===== src/rtl/ahblite_block_ram_ctrl.sv =====
// AHB-Lite slave front-end for a simple-dual-port block RAM.
// Reads are zero-wait: the address phase drives the RAM read port directly.
// Writes are captured in the address phase and committed in the data phase.
// A read of the word being written in the previous cycle is merged per byte lane.
module ahblite_block_ram_ctrl #(
  parameter int unsigned ADDR_WIDTH = 13
) (
  input  logic                  HCLK,
  input  logic                  HRESETn,
  input  logic                  HSEL,
  input  logic [31:0]           HADDR,
  input  logic [1:0]            HTRANS,
  input  logic [2:0]            HSIZE,
  input  logic [3:0]            HPROT,
  input  logic                  HWRITE,
  input  logic [31:0]           HWDATA,
  input  logic                  HREADY,
  output logic                  HREADYOUT,
  output logic [31:0]           HRDATA,
  output logic [1:0]            HRESP,
  output logic [ADDR_WIDTH-1:0] BRAM_RDADDR,
  output logic [ADDR_WIDTH-1:0] BRAM_WRADDR,
  output logic [3:0]            BRAM_WE,
  output logic [31:0]           BRAM_WDATA,
  input  logic [31:0]           BRAM_RDATA
);

  typedef enum logic [1:0] {StIdle, StWr, StRd} state_e;

  state_e                  state_q, state_d;
  logic                    acc;
  logic                    hazard;
  logic [ADDR_WIDTH-1:0]   word_addr;
  logic [3:0]              addr_be;
  logic [ADDR_WIDTH-1:0]   wr_addr_q;
  logic [3:0]              wr_be_q;
  logic                    fwd_en_q;
  logic [3:0]              fwd_be_q;
  logic [31:0]             fwd_data_q;

  // HPROT and the address bits above the RAM region are intentionally ignored
  logic unused_bits;
  assign unused_bits = ^{HPROT, HADDR[31:ADDR_WIDTH+2]};

  assign acc       = HSEL & HTRANS[1] & HREADY;
  assign word_addr = HADDR[ADDR_WIDTH+1:2];

  // Byte-lane enables for the address-phase transfer; misaligned low bits ignored
  always_comb begin
    addr_be = 4'b1111;
    case (HSIZE)
      3'd0:    addr_be = 4'b0001 << HADDR[1:0];
      3'd1:    addr_be = HADDR[1] ? 4'b1100 : 4'b0011;
      default: addr_be = 4'b1111;
    endcase
  end

  // Data-phase ownership follows the accepted address phase every cycle
  always_comb begin
    state_d = StIdle;
    if (acc) begin
      state_d = HWRITE ? StWr : StRd;
    end
  end

  // Read of the word currently being committed must see the new bytes
  assign hazard = (state_q == StWr) && acc && !HWRITE && (word_addr == wr_addr_q);

  // Data-phase state register
  always_ff @(posedge HCLK or negedge HRESETn) begin
    if (!HRESETn) begin
      state_q <= StIdle;
    end else begin
      state_q <= state_d;
    end
  end

  // Write address-phase capture
  always_ff @(posedge HCLK or negedge HRESETn) begin
    if (!HRESETn) begin
      wr_addr_q <= '0;
      wr_be_q   <= 4'b0000;
    end else if (acc && HWRITE) begin
      wr_addr_q <= word_addr;
      wr_be_q   <= addr_be;
    end
  end

  // Forwarding registers for back-to-back write-then-read of the same word
  always_ff @(posedge HCLK or negedge HRESETn) begin
    if (!HRESETn) begin
      fwd_en_q   <= 1'b0;
      fwd_be_q   <= 4'b0000;
      fwd_data_q <= 32'h0;
    end else begin
      fwd_en_q <= hazard;
      if (hazard) begin
        fwd_be_q   <= wr_be_q;
        fwd_data_q <= HWDATA;
      end
    end
  end

  // RAM port drive and read-data merge
  always_comb begin
    BRAM_RDADDR = word_addr;
    BRAM_WRADDR = wr_addr_q;
    BRAM_WDATA  = HWDATA;
    BRAM_WE     = (state_q == StWr) ? wr_be_q : 4'b0000;
    HRDATA      = BRAM_RDATA;
    for (int n = 0; n < 4; n++) begin
      if ((state_q == StRd) && fwd_en_q && fwd_be_q[n]) begin
        HRDATA[8*n +: 8] = fwd_data_q[8*n +: 8];
      end
    end
  end

  assign HREADYOUT = 1'b1;
  assign HRESP     = 2'b00;

endmodule


===== config.mk =====
export PLATFORM = sky130hd
export DESIGN_NAME = ahblite_block_ram_ctrl
export DESIGN_NICKNAME = d
export VERILOG_FILES = /design/src/rtl/ahblite_block_ram_ctrl.sv
export SDC_FILE = /design/constraint.sdc
export NUM_CORES = 1
export LEC_CHECK = 0
export CAP_MARGIN = 30
export CORE_ASPECT_RATIO = 1.1
export CORE_MARGIN = 1.5
export CORE_UTILIZATION = 35
export DETAILED_ROUTE_END_ITERATION = 8
export PLACE_DENSITY = 0.79
export SLEW_MARGIN = 25
export SYNTH_ARGS = -nofsm -noshare
export SYNTH_HDL_FRONTEND = slang
export SYNTH_SLANG_ARGS = --single-unit

===== constraint.sdc =====
create_clock -name HCLK -period 2.9 [get_ports HCLK]
set_input_delay 0.29 -clock HCLK [delete_from_list [all_inputs] [get_ports HCLK]]
set_output_delay 0.29 -clock HCLK [all_outputs]
set_load 0.05 [all_outputs]

==> reports/qor.yml <==
cts-htree-levels: 2
timing.clock.skew_ns: 0.009105
power_per_cell_area_mw_per_mm2: 460.9
routed_wirelength_mm: 7.844
std_cell_rows: 35
first_pass_iters: 4
synthDominantCellAreaShare_pct: 45.53
hp-class: "in2async"
synth-xor-area-share_pct: 3.699
cts_inserted_buffers: 5
num-nets-final: 519
timing.critical_path.to_type: "output port"
power.leakage_nw: 2.121
report.final.setup_viol: 0
maxCapViolations: 0
cp.required_ns: 2.61
number_of_global_route_vias_before_repair: 2488
post-cts-setup-buffers: 0
design.portCount: 207
multi_input_area_mm2: 0.001267
grt_util_all_layers_pct: 16.62
synth-compound-area-share_pct: 1.951
synth_cell_type_count: 25
ant_nets: 0
clock_latency_ns: 0.31
floorplan.die.height_um: 101.4
initial_util_pct: 36.42
layout_commonest_cell: "sky130_fd_sc_hd__clkdlybuf4s50_1"
kind_of_critical_path: "reg2out"
finalCriticalPeriod_ns: 2.701
vias_per_cell: 4.649
numPortBuffers: 181
synth_fa_ha_area_share_pct: 0
critical_path.top_delay_family: "buffers and inverters"
slowest_stage: "sky130_fd_sc_hd__clkdlybuf4s50_1"
route.vias.total: 2422
post-place-cells: 513
most-common-layout-cells: "sky130_fd_sc_hd__clkdlybuf4s50_1, sky130_fd_sc_hd__mux2_2, sky130_fd_sc_hd__dfrtp_1, sky130_fd_sc_hd__nand2_1, sky130_fd_sc_hd__xnor2_1"
num-fill-cells: 715
synth_seq_cells: 56
fmax_mhz: 370.2
timing.setup.tns_ns: 0
slew_headroom_pct: 46.49
cts-root-to-sink-buffers: 2
tightest_slew_ns: 0.8026
grt_pass1_wl_mm: 12.36
placement.setup.worst_slack_ns: 0.5120
crit_path_max_incr_delay_ns: 0.80
cts-hold-fix-buffers: 0
fin_util_pct: 56.48
fraction_of_final_layout_cells_sized_beyond_drive_strength_1_pct: 19.27
dominant_combinational_cell_family_by_area_after_synthesis: "multiplexers"
grt_residual_overflow: 0
sequential_cell_area_mm2: 0.001401
n_antenna_cell: 0
hpwlAfterDp_mm: 6.245
clkSinkCount: 56
crit_arrival_ns: 2.41
share_of_the_yosys_chip_area_belonging_to_registers_pct: 45.53
fp.dieArea_mm2: 0.009366
post_cts_resized: 0
synth_mux_area_share_pct: 24.88
cp_cell_sequence: "nor2_1 > nand2_1 > mux2_2 > clkdlybuf4s50_1"
core-area_mm2: 0.008452
slew_viol_final: 0
layout.cells.non_filler: 521
cts_tree: "built"
holdWs_ns: 0.04980
drcViolationCount: 0
post_synth_instance_area_mm2: 0.003078
final_min_period_over_clock_period_pct: 93.15
netlist.top_cell.by_area: "sky130_fd_sc_hd__dfrtp_1"
gp_routability_congestion: 0.6913
hold_viol_final: 0
antenna_found_initial: 0
post_synth.cell_area_avg_um2: 11.36
worst_setup_hold_path_clk_slew_ns: 0.11
cts-root-buf: "sky130_fd_sc_hd__clkbuf_8"
drtIter0Drc: 51
final_cell_area_mm2: 0.004773
die-width_um: 92.41
wire_per_inst_um: 15.06
worstSetupStartpointType: "register"
critPathMaxFanout: 8
cp.buffers_inverters: 1
yosysWarningCount: 0
vdd_drop_max_mv: 0.3127
synth_simple_gate_area_share_pct: 10.28
maximum_number_of_pins_on_one_net_before_global_route_repair: 37
detailed_place.area_mm2: 0.004657
area_growth_syn_to_layout_pct: 55.08
status: "completed"
rsz_0062_raised_after_global_routing: "false"
syn_inst: 271
worst_slack_ns: 0.1985
total_power_mw: 2.200
synth.area.top_cells: "sky130_fd_sc_hd__dfrtp_1, sky130_fd_sc_hd__mux2_2, sky130_fd_sc_hd__buf_4, sky130_fd_sc_hd__nand2_1, sky130_fd_sc_hd__xnor2_1"
[where the power goes]
part,internal [mW],switching [mW],total (mW)
clock,0.261,0.266,0.527
combinational,0.319,0.486,0.804
sequential,0.827,0.0424,0.869
total,1.41,0.794,2.20
[sequential cells by signal (all words and copies together), names as in the netlist]
register / flops
state_q: 2
fwd_be_q: 4
fwd_en_q: 1
BRAM_WRADDR: 13
fwd_data_q: 32
wr_be_q: 4
[cells by family (layout without fill, tap and decap cells)]
family          after synthesis  after routing
other cells                   2              3
simple gates                 66             66
buf+inv                      56            194
compound gates               10             10
mux                          68             68
flops                        56             56
xor+xnor                     13             13
[worst register-to-register path: stages (launching register included)]
cell and delay [ns]:
sky130_fd_sc_hd__dfrtp_1 0.39, sky130_fd_sc_hd__nor2b_1 0.33, sky130_fd_sc_hd__nand3_1 0.20, sky130_fd_sc_hd__nor4_4 0.35, sky130_fd_sc_hd__buf_12 0.27, sky130_fd_sc_hd__mux2_2 0.38
[area by class of cell]
cell class                 count  share of cell area, %
tap                          111                  2.910
inverter                       2                 0.1573
clock buffer                   5                  1.442
clock inverter                 3                 0.9961
multi-input combinational    160                  26.55
timing repair buffer         184                  38.58
sequential                    56                  29.36
[path summary, 6_finish.rpt]
check / start / endpoint / slack (ns) / cells past startpoint
max in group asynchronous: HRESETn / BRAM_WRADDR[5]$_DFFE_PN0P_ / 2.05 / 2
setup / recovery: state_q[0]$_DFF_PN0_ / HRDATA[11] / 0.20 / 4
setup reg to reg: state_q[1]$_DFF_PN0_ / fwd_data_q[28]$_DFFE_PN0P_ / 0.89 / 5
hold / removal: HRESETn / fwd_data_q[10]$_DFFE_PN0P_ / 0.05 / 1
hold reg to reg: fwd_data_q[29]$_DFFE_PN0P_ / fwd_data_q[29]$_DFFE_PN0P_ / 0.50 / 1
min in group HCLK: fwd_data_q[29]$_DFFE_PN0P_ / fwd_data_q[29]$_DFFE_PN0P_ / 0.50 / 1
[Yosys cell counts]
cell type	n
sky130_fd_sc_hd__nand4_2	1
sky130_fd_sc_hd__clkbuf_1	2
sky130_fd_sc_hd__nand3_1	2
sky130_fd_sc_hd__dfrtp_1	56
sky130_fd_sc_hd__nor2_1	2
sky130_fd_sc_hd__nand2_1	46
sky130_fd_sc_hd__nor4_1	1
sky130_fd_sc_hd__buf_1	1
sky130_fd_sc_hd__nor2b_1	1
sky130_fd_sc_hd__a21boi_0	2
sky130_fd_sc_hd__mux2_1	4
sky130_fd_sc_hd__mux2_2	64
sky130_fd_sc_hd__nor4_4	1
sky130_fd_sc_hd__and2_1	4
sky130_fd_sc_hd__conb_1	2
sky130_fd_sc_hd__buf_6	3
sky130_fd_sc_hd__and4b_2	1
sky130_fd_sc_hd__a21o_1	2
sky130_fd_sc_hd__nand2b_1	1
sky130_fd_sc_hd__buf_4	48
sky130_fd_sc_hd__o21ai_0	4
sky130_fd_sc_hd__xnor2_1	13
sky130_fd_sc_hd__a21oi_1	2
sky130_fd_sc_hd__inv_1	2
sky130_fd_sc_hd__nand4_1	6
[routing by layer]
| metal | GRT usage [%] | up-vias | share of wire (%) |
|---|---|---|---|
| li1 | - | 1140 | - |
| met1 | 18.81 | 1161 | 37 |
| met2 | 31.79 | 113 | 54 |
| met3 | 3.904 | 8 | 8.0 |
| met4 | 3.195 | 0 | 1.0 |
| met5 | 0 | - | 0 |
No activity file was read; power rests on OpenSTA's default activity.
